$ cat src/rtl/pipeline_hazard_ctrl.sv
// Stall/flush sequencer for the 5-stage pipeline: load-use stalls, ID branch flushes, imem waits.
// Optional performance counters are built only when HAZARD_PERF_CNT_EN is defined.
module pipeline_hazard_ctrl #(
  parameter int unsigned REG_W          = 5,
  parameter int unsigned LOAD_STALL_CYC = 1,
  parameter int unsigned MAX_WAIT       = 15,
  parameter int unsigned CNT_W          = 16
) (
  input  logic             clk,
  input  logic             rst,
  input  logic [REG_W-1:0] id_rs,
  input  logic [REG_W-1:0] id_rt,
  input  logic             id_uses_rt,
  input  logic             ex_mem_read,
  input  logic [REG_W-1:0] ex_rt,
  input  logic             branch_taken,
  input  logic             imem_ready,
  output logic             pc_hold,
  output logic             ifid_hold,
  output logic             ifid_flush,
  output logic             idex_bubble,
  output logic             imem_timeout,
  output logic [1:0]       ctrl_state,
  output logic [CNT_W-1:0] stall_cnt,
  output logic [CNT_W-1:0] flush_cnt
);

  localparam int unsigned WaitW = 8;

  typedef enum logic [1:0] {
    StRun       = 2'd0,
    StLoadStall = 2'd1,
    StImemWait  = 2'd2,
    StIllegal   = 2'd3
  } state_e;

  state_e           state_q, state_d;
  logic [1:0]       rem_q, rem_d;
  logic [WaitW-1:0] wait_q, wait_d;
  logic             timeout_q, timeout_d;
  logic             load_use;
  logic             run_rules;

  assign load_use = ex_mem_read & (ex_rt != '0) &
                    ((ex_rt == id_rs) | (id_uses_rt & (ex_rt == id_rt)));

  // A ready fetch ends the wait and the cycle is handled exactly like a RUN cycle.
  assign run_rules = (state_q == StRun) | ((state_q == StImemWait) & imem_ready);

  always_ff @(posedge clk) begin
    if (rst) begin
      state_q   <= StRun;
      rem_q     <= '0;
      wait_q    <= '0;
      timeout_q <= 1'b0;
    end else begin
      state_q   <= state_d;
      rem_q     <= rem_d;
      wait_q    <= wait_d;
      timeout_q <= timeout_d;
    end
  end

  always_comb begin
    state_d   = state_q;
    rem_d     = rem_q;
    wait_d    = wait_q;
    timeout_d = timeout_q;
    if (run_rules) begin
      state_d = StRun;
      if (branch_taken) begin
        if (!imem_ready) begin
          state_d = StImemWait;
          wait_d  = WaitW'(1);
        end
      end else if (load_use) begin
        if (LOAD_STALL_CYC > 1) begin
          state_d = StLoadStall;
          rem_d   = 2'(LOAD_STALL_CYC - 1);
        end
      end else if (!imem_ready) begin
        state_d = StImemWait;
        wait_d  = WaitW'(1);
      end
    end else begin
      case (state_q)
        StLoadStall: begin
          rem_d = rem_q - 2'd1;
          if (rem_q == 2'd1) begin
            state_d = StRun;
          end
        end
        StImemWait: begin
          if (branch_taken) begin
            wait_d = WaitW'(1);
          end else if (wait_q == WaitW'(MAX_WAIT)) begin
            timeout_d = 1'b1;
            state_d   = StRun;
          end else begin
            wait_d = wait_q + WaitW'(1);
          end
        end
        default: state_d = StRun;
      endcase
    end
  end

  always_comb begin
    pc_hold     = 1'b0;
    ifid_hold   = 1'b0;
    ifid_flush  = 1'b0;
    idex_bubble = 1'b0;
    if (!rst) begin
      if (run_rules) begin
        if (branch_taken) begin
          ifid_flush = 1'b1;
        end else if (load_use) begin
          pc_hold     = 1'b1;
          ifid_hold   = 1'b1;
          idex_bubble = 1'b1;
        end else if (!imem_ready) begin
          pc_hold    = 1'b1;
          ifid_flush = 1'b1;
        end
      end else begin
        case (state_q)
          StLoadStall: begin
            pc_hold     = 1'b1;
            ifid_hold   = 1'b1;
            idex_bubble = 1'b1;
          end
          StImemWait: begin
            pc_hold    = ~branch_taken;
            ifid_flush = 1'b1;
          end
          default: ;
        endcase
      end
    end
  end

  assign ctrl_state   = state_q;
  assign imem_timeout = timeout_q;

`ifdef HAZARD_PERF_CNT_EN
  logic [CNT_W-1:0] stall_cnt_q, flush_cnt_q;

  // Bubbles only come from load-use; flush with PC released only from a taken branch.
  always_ff @(posedge clk) begin
    if (rst) begin
      stall_cnt_q <= '0;
      flush_cnt_q <= '0;
    end else begin
      if (idex_bubble && (stall_cnt_q != '1)) begin
        stall_cnt_q <= stall_cnt_q + CNT_W'(1);
      end
      if (ifid_flush && !pc_hold && (flush_cnt_q != '1)) begin
        flush_cnt_q <= flush_cnt_q + CNT_W'(1);
      end
    end
  end

  assign stall_cnt = stall_cnt_q;
  assign flush_cnt = flush_cnt_q;
`else
  assign stall_cnt = '0;
  assign flush_cnt = '0;
`endif

endmodule
$ cat config.mk
export PLATFORM = sky130hd
export DESIGN_NAME = pipeline_hazard_ctrl
export DESIGN_NICKNAME = d
export VERILOG_FILES = /design/src/rtl/pipeline_hazard_ctrl.sv
export SDC_FILE = /design/constraint.sdc
export NUM_CORES = 1
export LEC_CHECK = 0
export ABC_AREA = 1
export CORE_ASPECT_RATIO = 1.4
export CORE_MARGIN = 4
export CORE_UTILIZATION = 39
export DETAILED_ROUTE_END_ITERATION = 12
export PLACE_DENSITY = 0.87
export SETUP_SLACK_MARGIN = 0.1
export SKIP_CTS_REPAIR_TIMING = 1
export SLEW_MARGIN = 25
export SYNTH_ARGS = -nofsm -noshare
export SYNTH_HDL_FRONTEND = slang
export SYNTH_SLANG_ARGS = --single-unit
$ cat constraint.sdc
create_clock -name clk -period 1.55 [get_ports clk]
set_input_delay 0.31 -clock clk [delete_from_list [all_inputs] [get_ports clk]]
set_output_delay 0.31 -clock clk [all_outputs]
set_load 0.01 [all_outputs]
==> flow_metrics.py, run 1 <==
metrics = {
    "logic_synthesis": {
        "ys_seq_elements": 10,
        "synth_area_leaders": "buf_4, dfxtp_1, nand2_1",
        "synth_top_cell_area_share_pct": 23.5,
        "syn_area_per_cell_sq_um": 6.07,
        "yosys_warnings": 0,
        "synth_cell_type_count": 24,
        "ys_seq_area_share_pct": 18.4,
        "netlist_area_sq_um": 1090,
        "synth_cells": 179,
        "yosysTopAreaCell": "buf_4",
    },
    "setup_path": {
        "critPathLaunch": "id_rs[4]",
        "worst-setup-path-type": "in -> out",
        "slowest_delay_ns": 0.23,
        "arrival_ns": 1.35,
        "required_ns": 1.24,
        "worstPathMaxFanout": 2,
        "end_kind": "primary output",
        "cp_slowest_cell": "nor4_4",
        "path_common_cell": "nand2_1",
        "rr_startpoint": "wait_q[0]",
        "crit_family": "simple AND/OR/NAND/NOR gates",
        "path_cells": "dlymetal6s2s_1 > nand2_1 > nand2_1 > nor2_1 > nand3_1 > nand2_2 > nand2_4 > nor4_4 > buf_2",
        "cp.depth": 9,
        "r2r_cells": 10,
        "startpoint_type": "primary input",
        "crit_buf_inv": 2,
    },
    "timing": {
        "min_period_ns": 1.66,
        "period_share_pct": 107,
        "rsz0062_at_grt": "true",
        "max_freq_mhz": 604,
        "holdWs_ns": 0.479,
        "slew_viol_final": 0,
        "finalWorstSetupSlack_ns": -0.107,
        "hold_viol_final": 0,
        "fin_skew_ns": 0.00685,
        "setup_viol": 4,
    },
    "pwr": {
        "power_uw": 775,
        "power_density_nw_per_um2": 516,
        "peakVddDrop_mv": 0.328,
        "leakagePower_uw": 0.000882,
    },
    "final_layout": {
        "fin_cells": 257,
        "area_growth_syn_to_layout_pct": 38.2,
        "drive_gt1_share_pct": 38.0,
        "diodes": 0,
        "nFillCells": 251,
        "multi_input_area_sq_um": 717,
        "layout.area.seq_sq_um": 206,
        "nNetsFinal": 244,
    },
    "global_routing": {
        "antenna_found_initial": 0,
        "grt-ovfl-total": 0,
        "first_global_vias": 925,
        "grt_max_degree": 8,
        "track_usage_pct": 12.4,
        "grt_pass1_wl_mm": 3.62,
    },
    "placement": {
        "dpl_worst_slack_ns": -0.924,
        "numPlacedInstances": 250,
        "gp_congestion": 0.922,
        "hpwl_mm": 2.03,
        "io_buffers": 26,
    },
    "routing": {
        "dr.pass1.iters": 4,
        "drc": 0,
        "ant_nets": 0,
        "vias": 1100,
        "viasPerCell": 4.28,
        "drt-wirelength-per-cell_um": 10.3,
        "initialDrtViolationCount": 26,
        "routed_wl_mm": 2.65,
    },
    "die": {
        "initial_core_util_pct": 41.1,
        "die_area_sq_um": 3710,
        "dieWidth_um": 52.6,
        "die_h_um": 70.5,
        "rows": 22,
        "fp.coreArea_sq_um": 2640,
        "ios": 60,
    },
    "clocking": {
        "clock_latency_ns": 0.28,
        "clk_transition_reported_paths_ns": 0.07,
        "cts_tree": "built",
        "htree_levels": 1,
        "clock-sinks": 10,
        "root_buffer": "clkbuf_4",
        "cts_max_path_buffers": 2,
        "cts-buffers-inserted": 3,
    },
    "hold_path": {
        "holdCritPathClass": "reg -> reg",
        "min_delay_path_depth": 2,
        "hp-start": "wait_q[7]",
    },
    "run_status": {
        "outcome": "finished with violations",
        "violations": "setup timing",
    },
    "flow_run": {
        "max-cap-violations": 0,
    },
}
## worst min-delay path: stages, from the launching register on
cell     delay (ns)
dfxtp_2        0.34
nand2_2        0.07
a21oi_2        0.04
## routing by layer
metal  vias to the layer above  routed length, um  track usage [%]
met4                         0                 80             7.10
met2                        46               1430             23.1
met5                         -                  0                0
met1                       481                950             12.8
met3                         7                183             1.07
li1                        566                  -                -
## synthesized netlist by cell type
| cell type | instances |
|---|---|
| nand2_4 | 1 |
| ha_1 | 1 |
| nand3_4 | 1 |
| a21oi_2 | 4 |
| inv_1 | 25 |
| nand4_1 | 2 |
| xnor2_1 | 1 |
| nand2_2 | 6 |
| a211oi_1 | 1 |
| nor2_1 | 23 |
| inv_2 | 6 |
| o21ai_0 | 4 |
| nor4_1 | 1 |
| buf_4 | 34 |
| nand2_1 | 36 |
| nor3_1 | 1 |
| dfxtp_1 | 10 |
| nor3_2 | 1 |
| xor2_1 | 1 |
| conb_1 | 1 |
| nand3_1 | 16 |
| a31oi_1 | 1 |
| buf_1 | 1 |
| o211ai_1 | 1 |
## sequential cells by signal (all words and copies together), names as in the netlist
signal        flops
wait_q            8
ctrl_state        1
imem_timeout      1
## stage by stage
stage / setup TNS [ns] / cell area (sq um) / util, %
floorplan: 0 / 1220 / -
global placement: -7.28 / 1360 / 51.4
detailed placement: -7.56 / 1360 / 51.4
CTS: -4.98 / 1400 / 52.8
global route: -0.652 / 1500 / 56.9
finish: -0.323 / 1500 / 56.9
## cells in the final DEF (no fill, tap or decap), types with 3 or more instances in the layout
cell            instances
dfxtp_1                 5
nand2_2                13
dlymetal6s2s_1          9
a21oi_2                 4
o21ai_0                 3
nand3_1                14
buf_6                   9
conb_1                 33
clkbuf_4                3
nand2_1                28
buf_4                  15
inv_2                  11
inv_1                  18
nor2_2                  3
nor2_1                 20
dfxtp_2                 5
buf_2                   5
## layout make-up
type,count,share of cell area (%)
tap,36,3.00
timing repair buffer,41,25.1
clock buffer,4,2.41
inverter,31,8.08
multi-input combinational,135,47.7
sequential,10,13.7
## cell families (layout without fill, tap and decap cells)
kind of cell	after synthesis	in the layout	share of synthesized area, %
buffers and inverters	66	76	34.5
XOR/XNOR	2	2	1.61
AND/OR/NAND/NOR	88	88	36.9
other	1	33	0.345
flip-flops	10	10	18.4
adder cells (fa/ha/maj)	1	1	1.15
AO/OA/AOI/OAI	11	11	7.02
## worst paths after layout
kind	end	slack (ns)
setup reg to reg	wait_q[1]	0.20
setup / recovery	idex_bubble	-0.11
hold reg to reg	wait_q[7]	0.48
hold / removal	wait_q[7]	0.48
## power breakdown
group          switching (uW)  internal [uW]  total, uW
registers                9.89            266        275
logic                     142            107        248
clock network             109            143        252
No activity file was read; power rests on OpenSTA's default activity.
==> run 2: changes to the inputs <==
--- a/config.mk
+++ b/config.mk
@@ -13,7 +13,6 @@
 export PLACE_DENSITY = 0.87
 export SETUP_SLACK_MARGIN = 0.1
 export SKIP_CTS_REPAIR_TIMING = 1
-export SLEW_MARGIN = 25
 export SYNTH_ARGS = -nofsm -noshare
 export SYNTH_HDL_FRONTEND = slang
 export SYNTH_SLANG_ARGS = --single-unit
==> results of run 2 <==
No change in the layout: final DEF, timing and power equal those of run 1.
